**config.mk**
```make
export PLATFORM = sky130hd
export DESIGN_NAME = loop_gain_sched
export DESIGN_NICKNAME = d
export VERILOG_FILES = /design/src/rtl/loop_gain_sched_pkg.sv /design/src/rtl/loop_lock_det.sv /design/src/rtl/loop_gain_sched.sv
export SDC_FILE = /design/constraint.sdc
export NUM_CORES = 1
export LEC_CHECK = 0
export CAP_MARGIN = 40
export CELL_PAD_IN_SITES_DETAIL_PLACEMENT = 0
export CELL_PAD_IN_SITES_GLOBAL_PLACEMENT = 1
export CORE_AREA = 4 4 118 97
export DETAILED_ROUTE_END_ITERATION = 12
export DIE_AREA = 0 0 122 101
export GPL_TIMING_DRIVEN = 0
export PLACE_DENSITY_LB_ADDON = 0.1
export SLEW_MARGIN = 20
export SYNTH_ARGS = -nofsm -noshare
export SYNTH_HDL_FRONTEND = slang
export SYNTH_SLANG_ARGS = --single-unit
```
**constraint.sdc**
```tcl
create_clock -name clk -period 4.15 [get_ports clk]
set_input_delay 0.415 -clock clk [delete_from_list [all_inputs] [get_ports clk]]
set_output_delay 0.415 -clock clk [all_outputs]
set_load 0.01 [all_outputs]
```
**src/rtl/loop_gain_sched_pkg.sv**
```systemverilog
// Shared encodings and gain constants for the loop gain scheduler.
package loop_gain_sched_pkg;

  typedef enum logic [1:0] {
    ST_IDLE  = 2'd0,
    ST_START = 2'd1,
    ST_ACQ   = 2'd2,
    ST_TRACK = 2'd3
  } state_t;

  localparam logic [3:0] ACQ_SH_C1   = 4'd4;
  localparam logic [4:0] ACQ_SH_C2   = 5'd9;
  localparam logic [3:0] TRACK_SH_C1 = 4'd6;
  localparam logic [4:0] TRACK_SH_C2 = 5'd13;

  // IDLE and START share the acquisition gains.
  function automatic logic [3:0] gain_c1(input state_t s);
    return (s == ST_TRACK) ? TRACK_SH_C1 : ACQ_SH_C1;
  endfunction

  function automatic logic [4:0] gain_c2(input state_t s);
    return (s == ST_TRACK) ? TRACK_SH_C2 : ACQ_SH_C2;
  endfunction

endpackage

```
**src/rtl/loop_lock_det.sv**
```systemverilog
// Lock detector: saturated |pd|, threshold compare and run/miss counters.
// lock_evt/loss_evt are combinational so the FSM can act on the same sample.
module loop_lock_det
  import loop_gain_sched_pkg::*;
#(
  parameter int PD_W   = 27,
  parameter int LOCK_N = 64,
  parameter int LOSS_N = 16
) (
  input  logic                   clk,
  input  logic                   rst_n,
  input  logic                   active,
  input  logic                   tracking,
  input  logic                   sample,
  input  logic signed [PD_W-1:0] pd,
  input  logic        [PD_W-2:0] thr,
  output logic                   lock_evt,
  output logic                   loss_evt
);

  localparam int CNT_MAX = (LOCK_N > LOSS_N) ? LOCK_N : LOSS_N;
  localparam int CW      = $clog2(CNT_MAX + 1);
  localparam logic [CW-1:0]   LOCK_T = CW'(LOCK_N);
  localparam logic [CW-1:0]   LOSS_T = CW'(LOSS_N);
  localparam logic [PD_W-1:0] PD_MIN = {1'b1, {(PD_W-1){1'b0}}};

  logic [PD_W-1:0] neg;
  logic [PD_W-2:0] mag;
  logic            in_thr;
  logic [CW-1:0]   run_cnt, miss_cnt;
  logic [CW-1:0]   run_inc, miss_inc;

  always_comb begin
    neg = -pd;
    // The most negative sample has no positive twin; clamp it.
    if (pd == PD_MIN)
      mag = '1;
    else if (pd[PD_W-1])
      mag = neg[PD_W-2:0];
    else
      mag = pd[PD_W-2:0];
    in_thr = (mag <= thr);
  end

  assign run_inc  = (run_cnt  == '1) ? run_cnt  : run_cnt  + 1'b1;
  assign miss_inc = (miss_cnt == '1) ? miss_cnt : miss_cnt + 1'b1;

  assign lock_evt = active && !tracking && sample && in_thr && (run_inc >= LOCK_T);
  assign loss_evt = active && tracking && sample && !in_thr && (miss_inc >= LOSS_T);

  always_ff @(posedge clk) begin
    if (!rst_n || !active) begin
      run_cnt  <= '0;
      miss_cnt <= '0;
    end else if (sample) begin
      if (tracking) begin
        run_cnt  <= '0;
        miss_cnt <= (in_thr || loss_evt) ? '0 : miss_inc;
      end else begin
        miss_cnt <= '0;
        run_cnt  <= (!in_thr || lock_evt) ? '0 : run_inc;
      end
    end
  end

endmodule

```
**src/rtl/loop_gain_sched.sv**
```systemverilog
// Loop gain scheduler: update strobes, acquisition/track gain switching and lock FSM.
// Define LOOP_GAIN_SCHED_STAT_EN to add the loss_cnt statistics output.
module loop_gain_sched
  import loop_gain_sched_pkg::*;
#(
  parameter int PD_W     = 27,
  parameter int UPD_LOG2 = 3,
  parameter int LOCK_N   = 64,
  parameter int LOSS_N   = 16
) (
  input  logic                   clk,
  input  logic                   rst_n,
  input  logic                   en,
  input  logic signed [PD_W-1:0] pd,
  input  logic        [PD_W-2:0] thr,
  output logic                   int_en,
  output logic                   out_en,
  output logic                   int_clr,
  output logic        [3:0]      sh_c1,
  output logic        [4:0]      sh_c2,
  output logic                   locked,
  output logic        [1:0]      state
`ifdef LOOP_GAIN_SCHED_STAT_EN
  ,
  output logic        [15:0]     loss_cnt
`endif
);

  localparam logic [UPD_LOG2-1:0] PH_LAST = '1;
  localparam logic [UPD_LOG2-1:0] PH_ONE  = UPD_LOG2'(1);

  state_t              state_q, nxt_state;
  logic [UPD_LOG2-1:0] phase, nxt_phase;
  logic                running, nxt_running, sample;
  logic                lock_evt, loss_evt;

  assign state   = state_q;
  assign running = (state_q == ST_ACQ) || (state_q == ST_TRACK);
  assign sample  = running && (phase == '0);

  loop_lock_det #(
    .PD_W   (PD_W),
    .LOCK_N (LOCK_N),
    .LOSS_N (LOSS_N)
  ) u_lock_det (
    .clk      (clk),
    .rst_n    (rst_n),
    .active   (en && running),
    .tracking (state_q == ST_TRACK),
    .sample   (sample),
    .pd       (pd),
    .thr      (thr),
    .lock_evt (lock_evt),
    .loss_evt (loss_evt)
  );

  always_comb begin
    nxt_state = state_q;
    if (!en)
      nxt_state = ST_IDLE;
    else begin
      case (state_q)
        ST_IDLE:  nxt_state = ST_START;
        ST_START: nxt_state = ST_ACQ;
        ST_ACQ:   nxt_state = lock_evt ? ST_TRACK : ST_ACQ;
        ST_TRACK: nxt_state = loss_evt ? ST_ACQ : ST_TRACK;
        default:  nxt_state = ST_IDLE;
      endcase
    end
    nxt_running = (nxt_state == ST_ACQ) || (nxt_state == ST_TRACK);
    // Phase sits at 0 through IDLE and START so ACQ opens on an update cycle.
    if (!nxt_running || state_q == ST_START)
      nxt_phase = '0;
    else
      nxt_phase = phase + 1'b1;
  end

  // Outputs are registered from next-state values so they line up with state/phase.
  always_ff @(posedge clk) begin
    if (!rst_n) begin
      state_q <= ST_IDLE;
      phase   <= '0;
      int_en  <= 1'b0;
      out_en  <= 1'b0;
      int_clr <= 1'b0;
      locked  <= 1'b0;
      sh_c1   <= ACQ_SH_C1;
      sh_c2   <= ACQ_SH_C2;
    end else begin
      state_q <= nxt_state;
      phase   <= nxt_phase;
      int_en  <= nxt_running && (nxt_phase == '0);
      out_en  <= nxt_running && (nxt_phase == PH_ONE);
      int_clr <= (nxt_state == ST_START);
      locked  <= (nxt_state == ST_TRACK);
      // Gains only move on the period boundary, except when leaving the loop.
      if (!nxt_running) begin
        sh_c1 <= ACQ_SH_C1;
        sh_c2 <= ACQ_SH_C2;
      end else if (phase == PH_LAST) begin
        sh_c1 <= gain_c1(nxt_state);
        sh_c2 <= gain_c2(nxt_state);
      end
    end
  end

`ifdef LOOP_GAIN_SCHED_STAT_EN
  always_ff @(posedge clk) begin
    if (!rst_n)
      loss_cnt <= '0;
    else if (state_q == ST_TRACK && nxt_state == ST_ACQ && loss_cnt != 16'hFFFF)
      loss_cnt <= loss_cnt + 16'd1;
  end
`endif

endmodule

```
==> reports/metrics.cfg, run 1 <==
[global_routing]
grt_usage = 0.125
grt-ovfl-total = 0
antenna_found_initial = 0
grt_max_degree = 15
grt_pass1_wl_um = 12400
grt_pass1_vias = 2551

[pwr]
power.share.combinational = 0.329
p_clk_frac = 0.368
p_leak_nw = 1.72
power_density_mw_per_mm2 = 206
intPower_mw = 0.546
switchingPower_mw = 0.224
p_seq_frac = 0.303
ir_worst_vdd_mv = 0.143
switching_share = 0.291

[worst_setup_path]
endpoint_kind = flop
critPathMaxFanout = 5
cp.required_ns = 4.30
cpPeakStageDelay_ns = 0.58
r2r_end = u_lock_det.run_cnt[3]$_SDFFE_PP0P_
rrSetupSlack_ns = 1.75
critical_path.top_delay_family = simple AND/OR/NAND/NOR gates
reg2reg_from = phase[0]$_SDFF_PN0_
arrival_ns = 4.16
endpoint = u_lock_det.miss_cnt[2]$_SDFFE_PP0P_
r2r_cells = 8
crit_type = in2reg
crit_start = pd[7]
worst_setup_path_start_kind = input pin
path_depth = 16
crit_chain = clkbuf_2 -> or4_4 -> nor3_4 -> nand3_2 -> o31ai_4 -> nand2_2 -> mux2_4 -> ha_4 -> nand4_1 -> buf_6 -> nor4_4 -> nand2_2 -> or4_4 -> and3_4 -> o21ai_4 -> nor3_2
cp_num_buf_inv = 2
slowest_stage = or4_4

[yosys]
synth_seq_cells = 24
syn_inst = 342
async_flop_share = 0
seq_area_frac_synth = 0.190
ys_types = 57
syn_area_sq_mm = 0.00253
synth_edf_count = 0
ys_warn_count = 0
synth_area_per_cell_sq_um = 7.39
yosysTopAreaCell = dfxtp_1
synth_top_cell_area_share = 0.190
synth_flop_cell = dfxtp_1
synth_area_leaders = dfxtp_1 (19%), ha_1 (16%), nand2_1 (7.7%)

[sta]
tightest_slew_ns = 0.775
setup_viol = 0
skew_ns = 0.00465
slew_headroom = 0.479
tns_ns = 0
fin_crit_sh = 0.966
slew_violations = 0
grt_setup_unrepaired = true
hold_violations = 0
period_needed_ns = 4.01
max_freq_mhz = 249

[status]
status = finished clean

[finish]
fillerInstances = 1085
final_core_util = 0.367
stdcell_area_sq_mm = 0.00374
finalNonFillerCells = 568
final_nets = 517
syn_to_final_growth_pct = 48.1
num_antenna_cells = 0
layout-drive-gt1-share = 0.161

[place]
dp_cells = 548
globalplace.congestion = 0.764
port_buffers = 61
place_hpwl_um = 6280
placed_area_sq_mm = 0.00333

[drt]
antenna_left = 0
vias = 2585
wirelength_um = 7670
drtIter0Drc = 67
drt-vias-per-instance = 4.55
wl_per_cell_um = 13.5
drcViolationCount = 0
drt_first_pass_iters = 4

[clock_tree]
root_buffer = clkbuf_16
clk_latency_ns = 0.26
numCtsBuffers = 3
clock_path_buffers = 2
cts_tree = built
ctsHtreeMaxLevel = 1
ctsHoldBuffers = 0
clk_pin_slew_ns = 0.07
cts_sinks = 24

[hold_path]
hold_path_depth = 2
hold_path.class = reg2reg

[floorplan]
die_h_um = 101
dieWidth_um = 122
io_pins = 71
die_area_sq_mm = 0.0123
initial_core_util = 0.248
core_area_sq_mm = 0.0102
row_count = 33

[flow_run]
max_cap_violations = 0

[registers in the layout (all words and copies together), names as in the netlist]
register	flops
u_lock_det.miss_cnt	7
u_lock_det.run_cnt	7
phase	3
state	2
int_clr	1
int_en	1
locked	1
out_en	1
sh_c1	1
[timing repair]
| action | 4_1_cts | 5_1_grt |
|---|---|---|
| setup buffers | 9 | 7 |
| pin swaps | 18 | 23 |
| setup endpoints to repair | 16 | 16 |
| resized for setup | 35 | 38 |
[cells in the mapped netlist (6+ instances only)]
cell type	n
nor3_1	8
and3_1	7
nor2_1	20
nand4_1	9
a21oi_1	18
nand3_1	11
inv_1	36
xor2_1	19
nand2_1	52
o21ai_1	7
o31ai_1	6
a31oi_1	7
ha_1	32
o21ai_0	9
clkbuf_1	7
dfxtp_1	24
buf_4	8
[power by group through the flow]
stage	clock network, mW	logic, mW	registers (mW)
2_1_floorplan	0	0.127	0.239
3_3_place_gp	0	0.230	0.238
3_5_place_dp	0	0.230	0.238
4_1_cts	0.291	0.247	0.233
5_1_grt	0.300	0.287	0.233
6_report	0.283	0.253	0.233
[cells by family after synthesis]
| kind of cell | Yosys count | synth area share |
|---|---|---|
| xor gates and xnor gates | 21 | 0.0728 |
| buffers and inverters | 53 | 0.0916 |
| DFF | 24 | 0.190 |
| and+or+nand+nor | 136 | 0.286 |
| adders and majority gates | 32 | 0.158 |
| AOI/OAI and AO/OA | 72 | 0.190 |
| muxes | 2 | 0.00842 |
| other | 2 | 0.00297 |
[per-layer routing]
layer / GRT usage / vias to the layer above / share of wire
met4: 0.0181 / 0 / 0.0031
met3: 0.0202 / 2 / 0.038
met1: 0.194 / 1148 / 0.55
met2: 0.183 / 53 / 0.41
met5: 0 / - / 0
li1: - / 1382 / -
[worst min-delay path by stage]
stage | startpoint | endpoint | slack [ns]
final | sh_c1[1]$_SDFFE_PN0N_ | sh_c1[1]$_SDFFE_PN0N_ | 0.49
after global routing | sh_c1[1]$_SDFFE_PN0N_ | sh_c1[1]$_SDFFE_PN0N_ | 0.51
after CTS | sh_c1[1]$_SDFFE_PN0N_ | sh_c1[1]$_SDFFE_PN0N_ | 0.49
after detailed placement | phase[0]$_SDFF_PN0_ | phase[0]$_SDFF_PN0_ | 0.48
after global placement | phase[0]$_SDFF_PN0_ | phase[0]$_SDFF_PN0_ | 0.47
after floorplan | phase[0]$_SDFF_PN0_ | phase[0]$_SDFF_PN0_ | 0.44
[stage by stage]
| step | hold slack (ns) | worst slack (ns) | total power, mW |
|---|---|---|---|
| 3_5_place_dp | 0.482 | -1.06 | 0.469 |
| 5_1_grt | 0.514 | -0.0522 | 0.820 |
| 2_1_floorplan | 0.442 | 0.306 | 0.366 |
| 6_report | 0.485 | 0.140 | 0.769 |
| 4_1_cts | 0.494 | 0.000458 | 0.770 |
| 3_3_place_gp | 0.471 | -1.07 | 0.468 |
[worst min-delay path, cell delays in order, from the launching register on]
cell and delay, ns:
dfxtp_1 0.33, nand3_1 0.06, o21ai_1 0.05
[layout make-up]
class | count | area (sq um) | area share
buffer | 17 | 103 | 0.0274
clock buffer | 3 | 75.1 | 0.0201
clock inverter | 1 | 30.0 | 0.00802
inverter | 36 | 135 | 0.0361
multi-input combinational | 270 | 2020 | 0.541
sequential | 24 | 480 | 0.128
tap | 140 | 175 | 0.0468
timing repair buffer | 77 | 721 | 0.193
[placed cells by master, fill, tap and decap left out, types with 5 or more instances in the layout]
master / Yosys / routed
inv_1: 36 / 36
and3_1: 7 / 6
dlymetal6s2s_1: 0 / 6
ha_1: 32 / 30
nand4_1: 9 / 9
o31ai_1: 6 / 5
clkdlybuf4s50_1: 0 / 46
nor3_1: 8 / 6
clkbuf_2: 0 / 7
a21oi_1: 18 / 18
nor4_4: 1 / 5
buf_4: 8 / 22
dfxtp_1: 24 / 24
nor2_1: 20 / 20
o21ai_0: 9 / 9
o21ai_1: 7 / 7
nand3_1: 11 / 10
buf_6: 0 / 5
conb_1: 2 / 7
nand2_1: 52 / 49
xor2_1: 19 / 19
clkbuf_1: 7 / 7
a31oi_1: 7 / 7
Note: power is estimated with default switching activity, not from simulation.
==> run 2: changes to the inputs <==
--- a/config.mk
+++ b/config.mk
@@ -12,7 +12,8 @@
 export DETAILED_ROUTE_END_ITERATION = 12
 export DIE_AREA = 0 0 122 101
 export GPL_TIMING_DRIVEN = 0
-export PLACE_DENSITY_LB_ADDON = 0.1
+export MAX_ROUTING_LAYER = met4
+export PLACE_DENSITY = 0.63
 export SLEW_MARGIN = 20
 export SYNTH_ARGS = -nofsm -noshare
 export SYNTH_HDL_FRONTEND = slang
==> run 2 against run 1 <==
Against the previous run: count of clock-buffer cells in the layout is the same; clock power down 28%; final cell count decreased by 0.53%; hold slack got worse by 0.0040 ns; die area stayed put; combinational power about the same; setup slack lost 0.13 ns; first-iteration DRC count is 88% higher; sequential share of layout area is 0.16 points higher; critical path depth stayed put; wire length is 3.0% lower.
==> reports/metrics.cfg, run 2 (synthesis gave the netlist of run 1 again) <==
[pwr]
intPower_mw = 0.482  ; -12%
p_seq_frac = 0.339  ; +0.036
ir_worst_vdd_mv = 0.122  ; -14%
p_clk_frac = 0.295  ; -0.073
power.share.combinational = 0.366  ; +0.037
switchingPower_mw = 0.207  ; -7.6%
switching_share = 0.300  ; +0.00936
p_leak_nw = 1.70  ; -1.6%
power_density_mw_per_mm2 = 186  ; -9.4%

[sta]
grt_setup_unrepaired = true
tightest_slew_ns = 0.814  ; +0.0382 ns
period_needed_ns = 4.14  ; +0.131 ns
tns_ns = 0  ; unchanged
hold_violations = 0  ; unchanged
skew_ns = 0.00333  ; -0.00132 ns
setup_viol = 0  ; unchanged
max_freq_mhz = 241  ; -3.2%
slew_headroom = 0.453  ; -0.0257
slew_violations = 0  ; unchanged
fin_crit_sh = 0.998  ; +0.0316

[worst_setup_path]
crit_type = in2reg
endpoint_kind = flop
cp.required_ns = 4.29  ; about the same
critPathMaxFanout = 4  ; -1
arrival_ns = 4.28  ; +0.12 ns
worst_setup_path_start_kind = input pin

[finish]
layout_common_cells = nand2_1 (51), clkdlybuf4s50_1 (46), inv_1 (34)
final_nets = 515  ; -0.39%
syn_to_final_growth_pct = 46.3
finalNonFillerCells = 565  ; -0.53%
num_antenna_cells = 0  ; unchanged
fillerInstances = 1089  ; +0.37%
layout_commonest_cell = nand2_1
layout-drive-gt1-share = 0.162  ; +0.00114
reg_top3 = u_lock_det.miss_cnt x7, u_lock_det.run_cnt x7, phase x3

[place]
place_hpwl_um = 5990  ; -4.7%
globalplace.congestion = 0.776  ; +1.6%
dp_cells = 548  ; unchanged
port_buffers = 61  ; unchanged

[floorplan]
initial_core_util = 0.248  ; unchanged
core_area_sq_mm = 0.0102  ; unchanged
row_count = 33  ; unchanged
die_area_sq_mm = 0.0123  ; unchanged
dieWidth_um = 122  ; unchanged
die_h_um = 101  ; unchanged
io_pins = 71  ; unchanged

[drt]
wl_per_cell_um = 13.2  ; -2.4%
drt-vias-per-instance = 4.73  ; +3.9%
drcViolationCount = 0  ; unchanged
antenna_left = 0  ; unchanged
wirelength_um = 7450  ; -3.0%
drt_first_pass_iters = 4  ; unchanged
drtIter0Drc = 126  ; +88%
vias = 2672  ; +3.4%

[clock_tree]
clk_pin_slew_ns = 0.06  ; about the same
clk_latency_ns = 0.25  ; about the same
ctsHoldBuffers = 0  ; unchanged
clock_path_buffers = 2  ; unchanged
numCtsBuffers = 3  ; unchanged
cts_sinks = 24  ; unchanged
ctsHtreeMaxLevel = 1  ; unchanged
root_buffer = clkbuf_16
cts_tree = built

[global_routing]
grt_use_met3 = 0.0146  ; -0.00561
grt_usage = 0.122  ; -0.00313
grt_pass1_vias = 2574  ; +0.90%
grt-ovfl-total = 0  ; unchanged
antenna_found_initial = 0  ; unchanged
grt.met2_usage = 0.186  ; +0.00340
busiest_layer = met2
grt_max_degree = 13  ; -2
grt_pass1_wl_um = 12000  ; -3.3%
use_met1 = 0.178  ; -0.0161

[status]
status = finished clean

[flow_run]
max_cap_violations = 0  ; unchanged

[hold_path]
hold_path.class = reg2reg

[run 2: cell count changes in the layout (fill, tap and decap cells not counted), sizes merged]
cell          delta
buf              -1
clkbuf           -2
bufinv           -1
dlymetal6s2s     +1
[run 2: layout make-up]
class	instances	area [sq um]	share of cell area
buffer	17	103	0.0277
clock buffer	3	75.1	0.0203
inverter	36	135	0.0365
multi-input combinational	270	2020	0.545
sequential	24	480	0.130
tap	140	175	0.0474
timing repair buffer	75	713	0.193
[run 2: through the flow]
stage / utilization / hold slack (ns) / setup WS [ns] / power [mW] / cell area (sq um)
final: 0.363 / 0.481 / 0.00903 / 0.689 / 3700
after global routing: 0.363 / 0.529 / -0.179 / 0.737 / 3700
after CTS: 0.352 / 0.484 / 0.00282 / 0.692 / 3590
after detailed placement: 0.327 / 0.476 / -0.865 / 0.466 / 3330
after global placement: 0.327 / 0.471 / -0.837 / 0.465 / 3330
after floorplan: - / 0.442 / 0.306 / 0.366 / 2550
[run 2: what timing repair did]
action | in CTS | in global routing
pin swaps | 13 | 24
hold endpoints to repair | 0 | 0
resized for setup | 31 | 43
setup endpoints to repair | 16 | 16
setup buffers | 9 | 5
[run 2: worst paths after layout]
check / startpoint / to / slack (ns) / depth (start not counted)
worst max-delay path: pd[14] / u_lock_det.miss_cnt[6]$_SDFFE_PP0P_ / 0.009 / 16
worst min-delay path: sh_c1[1]$_SDFFE_PN0N_ / sh_c1[1]$_SDFFE_PN0N_ / 0.48 / 2
worst max register to register: phase[0]$_SDFF_PN0_ / u_lock_det.run_cnt[5]$_SDFFE_PP0P_ / 1.71 / 8
worst min register to register: sh_c1[1]$_SDFFE_PN0N_ / sh_c1[1]$_SDFFE_PN0N_ / 0.48 / 2
[run 2: routing by layer]
metal  vias to the layer above  wire [um]
li1                       1374          -
met1                      1221       3870
met2                        75       3220
met3                         2        346
met4                         0         17
met5                         -          0
[run 2: power groups by stage]
stage	Sequential [mW]	Clock, mW	Combinational [mW]
floorplan	0.239	0	0.127
global placement	0.238	0	0.226
detailed placement	0.239	0	0.228
CTS	0.233	0.213	0.245
global route	0.234	0.221	0.282
finish	0.233	0.203	0.252
[run 2: worst max-delay path, stage by stage]
cell and delay, ns:
buf_8 0.10, or4_4 0.54, nor3_4 0.30, buf_6 0.16
nand3_2 0.08, o31ai_4 0.24, nand2_1 0.07, mux2_2 0.28
ha_4 0.27, nand4_1 0.17, nor4_2 0.37, nand2_1 0.18
or4_4 0.62, and3_4 0.22, o21ai_4 0.19, nor2_1 0.07
